[config.mk]
export PLATFORM = sky130hd
export DESIGN_NAME = enc_seq_ctrl
export DESIGN_NICKNAME = d
export VERILOG_FILES = /design/src/rtl/enc_pkg.sv /design/src/rtl/enc_lfsr8.sv /design/src/rtl/enc_seq_ctrl.sv
export SDC_FILE = /design/constraint.sdc
export NUM_CORES = 1
export LEC_CHECK = 0
export ABC_CLOCK_PERIOD_IN_PS = 4050
export BUFFER_PORTS_ARGS = -buffer_cell sky130_fd_sc_hd__buf_2
export CORE_MARGIN = 2
export CORE_UTILIZATION = 63
export CTS_CLUSTER_DIAMETER = 150
export DETAILED_ROUTE_END_ITERATION = 7
export PLACE_DENSITY = 0.93
export SYNTH_ARGS = -nofsm -noshare
export SYNTH_HDL_FRONTEND = slang
export SYNTH_SLANG_ARGS = --single-unit
[constraint.sdc]
create_clock -name clk -period 4.05 [get_ports clk]
set_clock_uncertainty 0.05 [all_clocks]
set_input_delay 0.81 -clock clk [delete_from_list [all_inputs] [get_ports clk]]
set_output_delay 0.81 -clock clk [all_outputs]
set_load 0.03 [all_outputs]
[src/rtl/enc_pkg.sv]
// Shared definitions for the byte-stream encryption sequencer: FSM state
// encoding, command encodings, keystream polynomial and the default seed.
package enc_pkg;

    localparam int DATA_W = 8;
    localparam int LFSR_W = 16;

    localparam logic [LFSR_W-1:0] LFSR_POLY    = 16'hB400;
    localparam logic [LFSR_W-1:0] DEFAULT_SEED = 16'hACE1;

    typedef enum logic [2:0] {
        ST_IDLE   = 3'd0,
        ST_KEY_LO = 3'd1,
        ST_KEY_HI = 3'd2,
        ST_RUN    = 3'd3,
        ST_FLUSH  = 3'd4
    } state_t;

    typedef enum logic [1:0] {
        CMD_NOP      = 2'b00,
        CMD_LOAD_KEY = 2'b01,
        CMD_ENCRYPT  = 2'b10,
        CMD_ABORT    = 2'b11
    } cmd_t;

    // One Galois step: shift right, fold the polynomial in when a 1 drops out.
    function automatic logic [LFSR_W-1:0] lfsr_step(input logic [LFSR_W-1:0] s);
        logic [LFSR_W-1:0] r;
        r = s >> 1;
        if (s[0]) begin
            r = r ^ LFSR_POLY;
        end
        return r;
    endfunction

endpackage

[src/rtl/enc_lfsr8.sv]
// Combinational keystream advance: eight Galois LFSR steps, i.e. one byte's
// worth of keystream consumed per call.
module enc_lfsr8
    import enc_pkg::*;
(
    input  logic [15:0] state_in,
    output logic [15:0] state_out
);

    // Unrolled chain of eight single-bit steps.
    always_comb begin
        state_out = state_in;
        for (int i = 0; i < 8; i++) begin
            state_out = lfsr_step(state_out);
        end
    end

endmodule

[src/rtl/enc_seq_ctrl.sv]
// Command-driven sequencer for a 16-bit LFSR stream cipher. A two-byte seed
// is loaded via LOAD_KEY; ENCRYPT then XORs len input bytes with the
// keystream, one byte per cycle, through a single-entry output register.
module enc_seq_ctrl
    import enc_pkg::*;
(
    input  logic       clk,
    input  logic       rst_n,
    input  logic       ena,
    input  logic [1:0] cmd,
    input  logic       cmd_valid,
    input  logic [7:0] len,
    input  logic [7:0] din,
    input  logic       din_valid,
    output logic       din_ready,
    output logic [7:0] dout,
    output logic       dout_valid,
    input  logic       dout_ready,
    output logic       busy,
    output logic       key_loaded,
    output logic       err
);

    state_t      state;
    state_t      state_next;
    cmd_t        cmd_dec;

    logic [15:0] seed;
    logic [15:0] seed_next;
    logic [15:0] ks;
    logic [15:0] ks_next;
    logic [15:0] ks_adv;
    logic [15:0] key_word;
    logic [7:0]  count;
    logic [7:0]  count_next;
    logic [7:0]  dout_next;
    logic        dout_valid_next;
    logic        key_loaded_next;
    logic        err_next;

    logic        cmd_act;
    logic        abort;
    logic        din_hs;
    logic        out_hs;

    assign cmd_dec  = cmd_t'(cmd);
    assign cmd_act  = ena & cmd_valid;
    assign abort    = cmd_act & (cmd_dec == CMD_ABORT);
    assign din_hs   = din_valid & din_ready;
    assign out_hs   = dout_valid & dout_ready;
    assign busy     = (state != ST_IDLE);
    assign key_word = {din, seed[7:0]};

    enc_lfsr8 u_lfsr8 (
        .state_in  (ks),
        .state_out (ks_adv)
    );

    // Input acceptance: abort wins over a byte offered in the same cycle,
    // and in RUN a byte is only taken when the output register can accept it.
    always_comb begin
        din_ready = 1'b0;
        if (ena && !abort) begin
            case (state)
                ST_KEY_LO, ST_KEY_HI: din_ready = 1'b1;
                ST_RUN:               din_ready = !dout_valid || dout_ready;
                default:              din_ready = 1'b0;
            endcase
        end
    end

    // Next-state and next-register values for the whole controller.
    always_comb begin
        state_next      = state;
        seed_next       = seed;
        ks_next         = ks;
        count_next      = count;
        dout_next       = dout;
        dout_valid_next = dout_valid;
        key_loaded_next = key_loaded;
        err_next        = 1'b0;

        if (!ena) begin
            // Frozen: the error pulse is held along with everything else.
            err_next = err;
        end else if (abort) begin
            state_next      = ST_IDLE;
            dout_valid_next = 1'b0;
            count_next      = 8'd0;
            if (state == ST_KEY_LO || state == ST_KEY_HI) begin
                key_loaded_next = 1'b0;
            end
        end else begin
            if (cmd_act && state != ST_IDLE &&
                (cmd_dec == CMD_LOAD_KEY || cmd_dec == CMD_ENCRYPT)) begin
                err_next = 1'b1;
            end

            case (state)
                ST_IDLE: begin
                    if (cmd_act && cmd_dec == CMD_LOAD_KEY) begin
                        key_loaded_next = 1'b0;
                        state_next      = ST_KEY_LO;
                    end else if (cmd_act && cmd_dec == CMD_ENCRYPT) begin
                        if (key_loaded && len != 8'd0) begin
                            count_next = len;
                            ks_next    = seed;
                            state_next = ST_RUN;
                        end else begin
                            err_next = 1'b1;
                        end
                    end
                end

                ST_KEY_LO: begin
                    if (din_hs) begin
                        seed_next[7:0] = din;
                        state_next     = ST_KEY_HI;
                    end
                end

                ST_KEY_HI: begin
                    if (din_hs) begin
                        // An all-zero seed would lock the LFSR at zero.
                        seed_next       = (key_word == 16'h0000) ? DEFAULT_SEED : key_word;
                        key_loaded_next = 1'b1;
                        state_next      = ST_IDLE;
                    end
                end

                ST_RUN: begin
                    if (din_hs) begin
                        dout_next       = din ^ ks[7:0];
                        dout_valid_next = 1'b1;
                        ks_next         = ks_adv;
                        count_next      = count - 8'd1;
                        if (count == 8'd1) begin
                            state_next = ST_FLUSH;
                        end
                    end else if (out_hs) begin
                        dout_valid_next = 1'b0;
                    end
                end

                ST_FLUSH: begin
                    if (out_hs || !dout_valid) begin
                        dout_valid_next = 1'b0;
                        state_next      = ST_IDLE;
                    end
                end

                default: begin
                    state_next = ST_IDLE;
                end
            endcase
        end
    end

    // FSM state register.
    always_ff @(posedge clk or negedge rst_n) begin
        if (!rst_n) begin
            state <= ST_IDLE;
        end else begin
            state <= state_next;
        end
    end

    // Seed, keystream, byte counter, output register and status flags.
    always_ff @(posedge clk or negedge rst_n) begin
        if (!rst_n) begin
            seed       <= DEFAULT_SEED;
            ks         <= DEFAULT_SEED;
            count      <= 8'd0;
            dout       <= 8'd0;
            dout_valid <= 1'b0;
            key_loaded <= 1'b0;
            err        <= 1'b0;
        end else begin
            seed       <= seed_next;
            ks         <= ks_next;
            count      <= count_next;
            dout       <= dout_next;
            dout_valid <= dout_valid_next;
            key_loaded <= key_loaded_next;
            err        <= err_next;
        end
    end

endmodule

# Word-level counts from Yosys, hierarchy flattened
# Index checks and enable logic that the tools add are counted.
[op_classes]
add_sub_neg = 1
mul = 0
div_mod_pow = 0
order_cmp = 0
eq_ne = 28
shift = 0
muxes = 51
bitwise_logic = 14
reduce_logical = 30
[op_table]
columns = ["cell", "count"]
rows = [
  ["$mux W16", 13],
  ["$mux W8", 7],
  ["$not A3 Y4", 8],
  ["$pmux W16 S2", 1],
  ["$pmux W8 S2", 2],
  ["$mux W3", 9],
  ["$ne A3 B3 Y1 const B", 9],
  ["$logic_not A16 Y1", 1],
  ["$mux W1", 15],
  ["$pmux W3 S5", 1],
  ["$ne A2 B2 Y1 const B", 6],
  ["$ne A4 B4 Y1 const B", 3],
  ["$reduce_and A4 Y1", 3],
  ["$reduce_and A6 Y1", 2],
  ["$reduce_bool A3 Y1", 4],
  ["$eq A8 B1 Y1 const B", 1],
  ["$reduce_and A8 Y1", 1],
  ["$reduce_bool A8 Y1", 1],
  ["$sub A8 B1 Y8 const B", 1],
  ["$xor A8 B8 Y8", 1],
  ["$reduce_and A7 Y1", 1],
  ["$eq A3 B2 Y1 const B", 2],
  ["$logic_and A1 B1 Y1", 6],
  ["$pmux W1 S2", 3],
  ["other kinds (13)", 23],
]
[totals]
register_bits = 54
latchBits = 0
mem_bits_rw = 0
romBits = 0
output_inout_bits = 13
word_cells = 133
mem_count = 0

# Longest topological paths before layout
[logic_depth]
ltp_word = 18
mapped_depth = 7
ltp_nobuf = 7

# Hierarchy
# A second synthesis with hierarchy kept.
[unflattened]
cells_unflattened = 333
area_unflattened_um2 = 3218.1
[by_module_without_submodules]
columns = ["module", "instances", "cells_per_inst", "area_each_um2", "seq_area_each_um2"]
rows = [
  ["enc_seq_ctrl", 1, 310, 3022.9, 1371.3],
  ["enc_lfsr8", 1, 23, 195.2, 0.0],
]

# Worst setup path before layout
# No wires, ideal clock.
[synth_timing]
path_kind = "in2out"
from = "in cmd[0]"
to = "out din_ready"
arrival_time_ps = 1711
slack_ps = 1479
stages = 4
n_path_buf = 0
cell_sequence = "ha_1 -> nand2_1 -> nand2_1 -> nor2_1"
[synth_between]
elab_chain_len = 5
[synth_rtl]
columns = ["element", "line", "rtl"]
rows = [
  ["from (decl)", "enc_seq_ctrl.sv:10", "input logic [1:0] cmd,"],
  ["$eq A2 B2 Y1", "enc_seq_ctrl.sv:48", "assign abort = cmd_act & (cmd_dec == CMD_ABORT);"],
  ["$and A1 B1 Y1", "enc_seq_ctrl.sv:48", ""],
  ["$logic_not A1 Y1", "enc_seq_ctrl.sv:63", "if (ena && !abort) begin"],
  ["$logic_and A1 B1 Y1", "enc_seq_ctrl.sv:63", ""],
  ["$mux W1", "enc_seq_ctrl.sv:63", ""],
  ["to (decl)", "enc_seq_ctrl.sv:15", "output logic din_ready,"],
]
# Every way passes these cells.

# Final worst setup path
[layout_timing]
from = "in cmd[0]"
to = "reg ks[1]"
[layout_between]
elab_chain_len = 8
[layout_rtl]
columns = ["element", "line", "rtl"]
rows = [
  ["$eq A2 B2 Y1", "enc_seq_ctrl.sv:48", ""],
  ["$and A1 B1 Y1", "enc_seq_ctrl.sv:48", ""],
  ["$logic_not A1 Y1", "enc_seq_ctrl.sv:63", ""],
  ["$logic_and A1 B1 Y1", "enc_seq_ctrl.sv:63", ""],
  ["$mux W1", "enc_seq_ctrl.sv:63", ""],
  ["$and A1 B1 Y1", "enc_seq_ctrl.sv:49", "assign din_hs = din_valid & din_ready;"],
  ["$ne A2 B2 Y1 (no line)", "-", ""],
  ["$reduce_and A7 Y1 (no line) *", "-", ""],
  ["to (signal assigned)", "enc_seq_ctrl.sv:180", "ks <= ks_next;"],
  ["to (decl)", "enc_seq_ctrl.sv:30", "logic [15:0] ks;"],
]
# Every way passes the cells marked *; elsewhere a longest branch is shown, timed or not.
# A chain may end at the register's enable or synchronous reset.

==> results_dict.tcl <==
set metrics [dict create \
    worstReg2RegEnd "ks[1]$_DFFE_PN0P_" \
    worstMarginPinSlew_ns 0.930 \
    remaining_drc_errors 0 \
    relative_contribution_of_the_clock_network_to_total_power 0.128 \
    finalCriticalPeriod_ns 2.75 \
    die_height_um 74.4 \
    die-area_um2 5540 \
    slew_headroom 0.377 \
    vdd.ir_drop.worst_mv 0.428 \
    place.port_buffers 36 \
    netlist-cell-type-count 53 \
    worst-setup-path-type "input pin to flop" \
    sw_frac_of_total 0.427 \
    worstPathRequired_ns 4.21 \
    cts_resized 0 \
    combinationalPowerShare 0.486 \
    multi_input_comb_area_um2 1630 \
    row_cnt 25 \
    min_delay_worst_endpoint "count[6]$_DFFE_PN0P_" \
    min-delay-path-class "flop to flop" \
    clock_sink_count 54 \
    p_per_area_nw_per_um2 849 \
    synth_top_family_by_area "compound AO/OA/AOI/OAI gates" \
    drt-wirelength-per-cell_um 17.6 \
    post_synth_inst_count 311 \
    grt_start_max_net_pins 38 \
    synth.most_common_cell "nand2_1" \
    core_area_um2 4750 \
    groute.usage.overall 0.279 \
    fillers 364 \
    min_path_cells 1 \
    cts.clk_slew.worst_paths_ns 0.10 \
    detail_route.first_pass.iterations 4 \
    status "finished, final reports clean" \
    total_leakage_power_nw 1.51 \
    yosysSeqAreaShare 0.439 \
    pin_count 37 \
    syn-mean-instance-area_um2 10.0 \
    detail_route.iter0.violations 213 \
    synth_xor_area_frac 0.0729 \
    critPathLaunchType "input pin" \
    htreeDepth 2 \
    cts_hold_buf 0 \
    ys_top_cells_by_area "dfrtp_1, dfstp_2, mux2_4" \
    nets 370 \
    ys_async_sr_fraction 1.00 \
    crit_path_max_fanout 22 \
    clock.fmax_mhz 364 \
    post_drt_antenna_nets 0 \
    cts.path.max_buffers 2 \
    num_antenna_cells 0 \
    switchingPower_mw 1.25 \
    grt_setup_unrepaired "no" \
    pwr-share-seq 0.386 \
    fin_ws_ns 1.30 \
    gp_routability_congestion 0.883 \
    yosys-top-cells-count "nand2_1, dfrtp_1, xnor2_1, o21ai_0, nor2_1" \
    synth_top_cell_area_share 0.304 \
    initial_utilization 0.657 \
    post_synth_mux_area_share 0.0889 \
    setup_viol_count_final 0 \
    yosys_most_used_dff "dfrtp_1" \
    synth-warning-count 0 \
    clk_latency_ns 0.31 \
    grt_overflow 0 \
    clock-root-buffer "clkbuf_8" \
    post_synthesis_compound_gate_area_fraction 0.188 \
    hold_start "count[6]$_DFFE_PN0P_" \
    drive_gt1_frac 0.269 \
    min_period_over_period 0.678 \
    first_global_vias 2457 \
    worst_ep_arrival_ns 2.90 \
    fin_cells 409 \
    num_vias 2496 \
    postSynthRegisterBits 54 \
    die_width_um 74.4 \
    antenna_found_initial 0 \
    vias_per_cell 6.10 \
    synth_simple_gate_area_share 0.153 \
    cts-buffers-inserted 5 \
    post-place-ws_ns 1.01 \
    final_report_max_slew_violation_count 0 \
    first_pass_grt_wire_length_um 11800 \
    r2r_cells 6 \
    final-seq-area_um2 1370 \
    synth_edf_count 0 \
    hold_violations 0 \
    dp.final_hpwl_um 5270 \
    tritoncts "built" \
    postCtsSetupBuffers 0 \
    adder_and_majority_gate_portion_of_the_synthesized_area 0.0200 \
    setup.worst_path.end_class "flop" \
    power.internal_mw 1.67 \
    syn2layout_area_growth_pct 10.1 \
    yosysTopAreaCell "dfrtp_1" \
    regToRegStartpoint "state[2]$_DFFE_PN0P_" \
    setup.reg_to_reg.worst_slack_ns 1.58 \
    postSynthNetCount 340 \
    route.final.wire_length_um 7180 \
    cap_viol_max_count 0 \
    syn-cell-area_um2 3130 \
    post_place_cells 401 \
    fin_tns_setup_ns 0 \
]
==> stage by stage <==
stage                util  power, mW  hold slack [ns]  area [µm²]
floorplan               -       2.18            0.408        3130
global placement    0.700       2.45            0.428        3330
detailed placement  0.700       2.53            0.438        3330
CTS                 0.724       2.91            0.465        3440
global route        0.724       3.11            0.492        3440
finish              0.724       2.92            0.472        3440
==> worst max-delay path by stage <==
stage | startpoint | endpoint | depth (start not counted)
floorplan | cmd[0] | din_ready | 4
global placement | cmd[0] | ks[1]$_DFFE_PN0P_ | 8
detailed placement | cmd[0] | ks[1]$_DFFE_PN0P_ | 8
CTS | cmd[0] | ks[1]$_DFFE_PN0P_ | 8
global route | cmd[0] | ks[1]$_DFFE_PN0P_ | 8
finish | cmd[0] | ks[1]$_DFFE_PN0P_ | 8
==> registers in the layout, indices dropped and copies added (netlist names) <==
name	flops
dout	8
state	3
err	1
ks	16
count	8
key_loaded	1
seed	16
dout_valid	1
==> power groups by stage <==
stage | sequential, mW | combinational [mW] | clock (mW)
2_1_floorplan | 1.11 | 1.07 | 0
3_3_place_gp | 1.11 | 1.34 | 0
3_5_place_dp | 1.13 | 1.41 | 0
4_1_cts | 1.12 | 1.42 | 0.375
5_1_grt | 1.16 | 1.56 | 0.400
6_report | 1.13 | 1.42 | 0.374
==> cell type report <==
type | instances | share of cell area
multi-input cells | 231 | 0.475
flip-flops and latches | 54 | 0.398
repair buffers | 39 | 0.0589
well taps | 67 | 0.0244
clock buffers | 5 | 0.0200
clock inverters | 3 | 0.0127
inverters | 10 | 0.0109
==> per-layer routing <==
layer	routed length (µm)	part of all wire	global-route usage	vias to the layer above
met5	0	0	0	-
met4	126	0.018	0.0754	0
met3	307	0.043	0.0434	13
met2	3770	0.53	0.515	82
met1	2980	0.41	0.337	1224
li1	-	-	-	1177
==> kinds of logic (layout without fill, tap and decap cells) <==
group	count (synthesis)	after routing
and+or+nand+nor	100	100
AOI/OAI and AO/OA	80	80
DFF	54	54
xor gates and xnor gates	26	26
buffers and inverters	26	57
muxes	20	20
adders and majority gates	5	5
==> worst max-delay path, cell delays in order <==
cell	delay [ns]
buf_2	0.12
ha_1	0.23
nand2_1	0.20
nand3_1	0.22
o32ai_2	0.24
buf_4	0.22
o2111a_4	0.48
mux2_2	0.38
==> cells in the final DEF (no fill, tap or decap), drive strengths merged, types with 11 or more instances in the layout <==
cell,Yosys,routed
dfrtp,38,38
a22o,11,11
nor2,19,19
xnor2,22,22
a21oi,11,11
inv,10,11
nand2,45,45
buf,6,39
mux2,20,20
dfstp,16,16
o21ai,23,23
(Power assumes the default switching activity.)
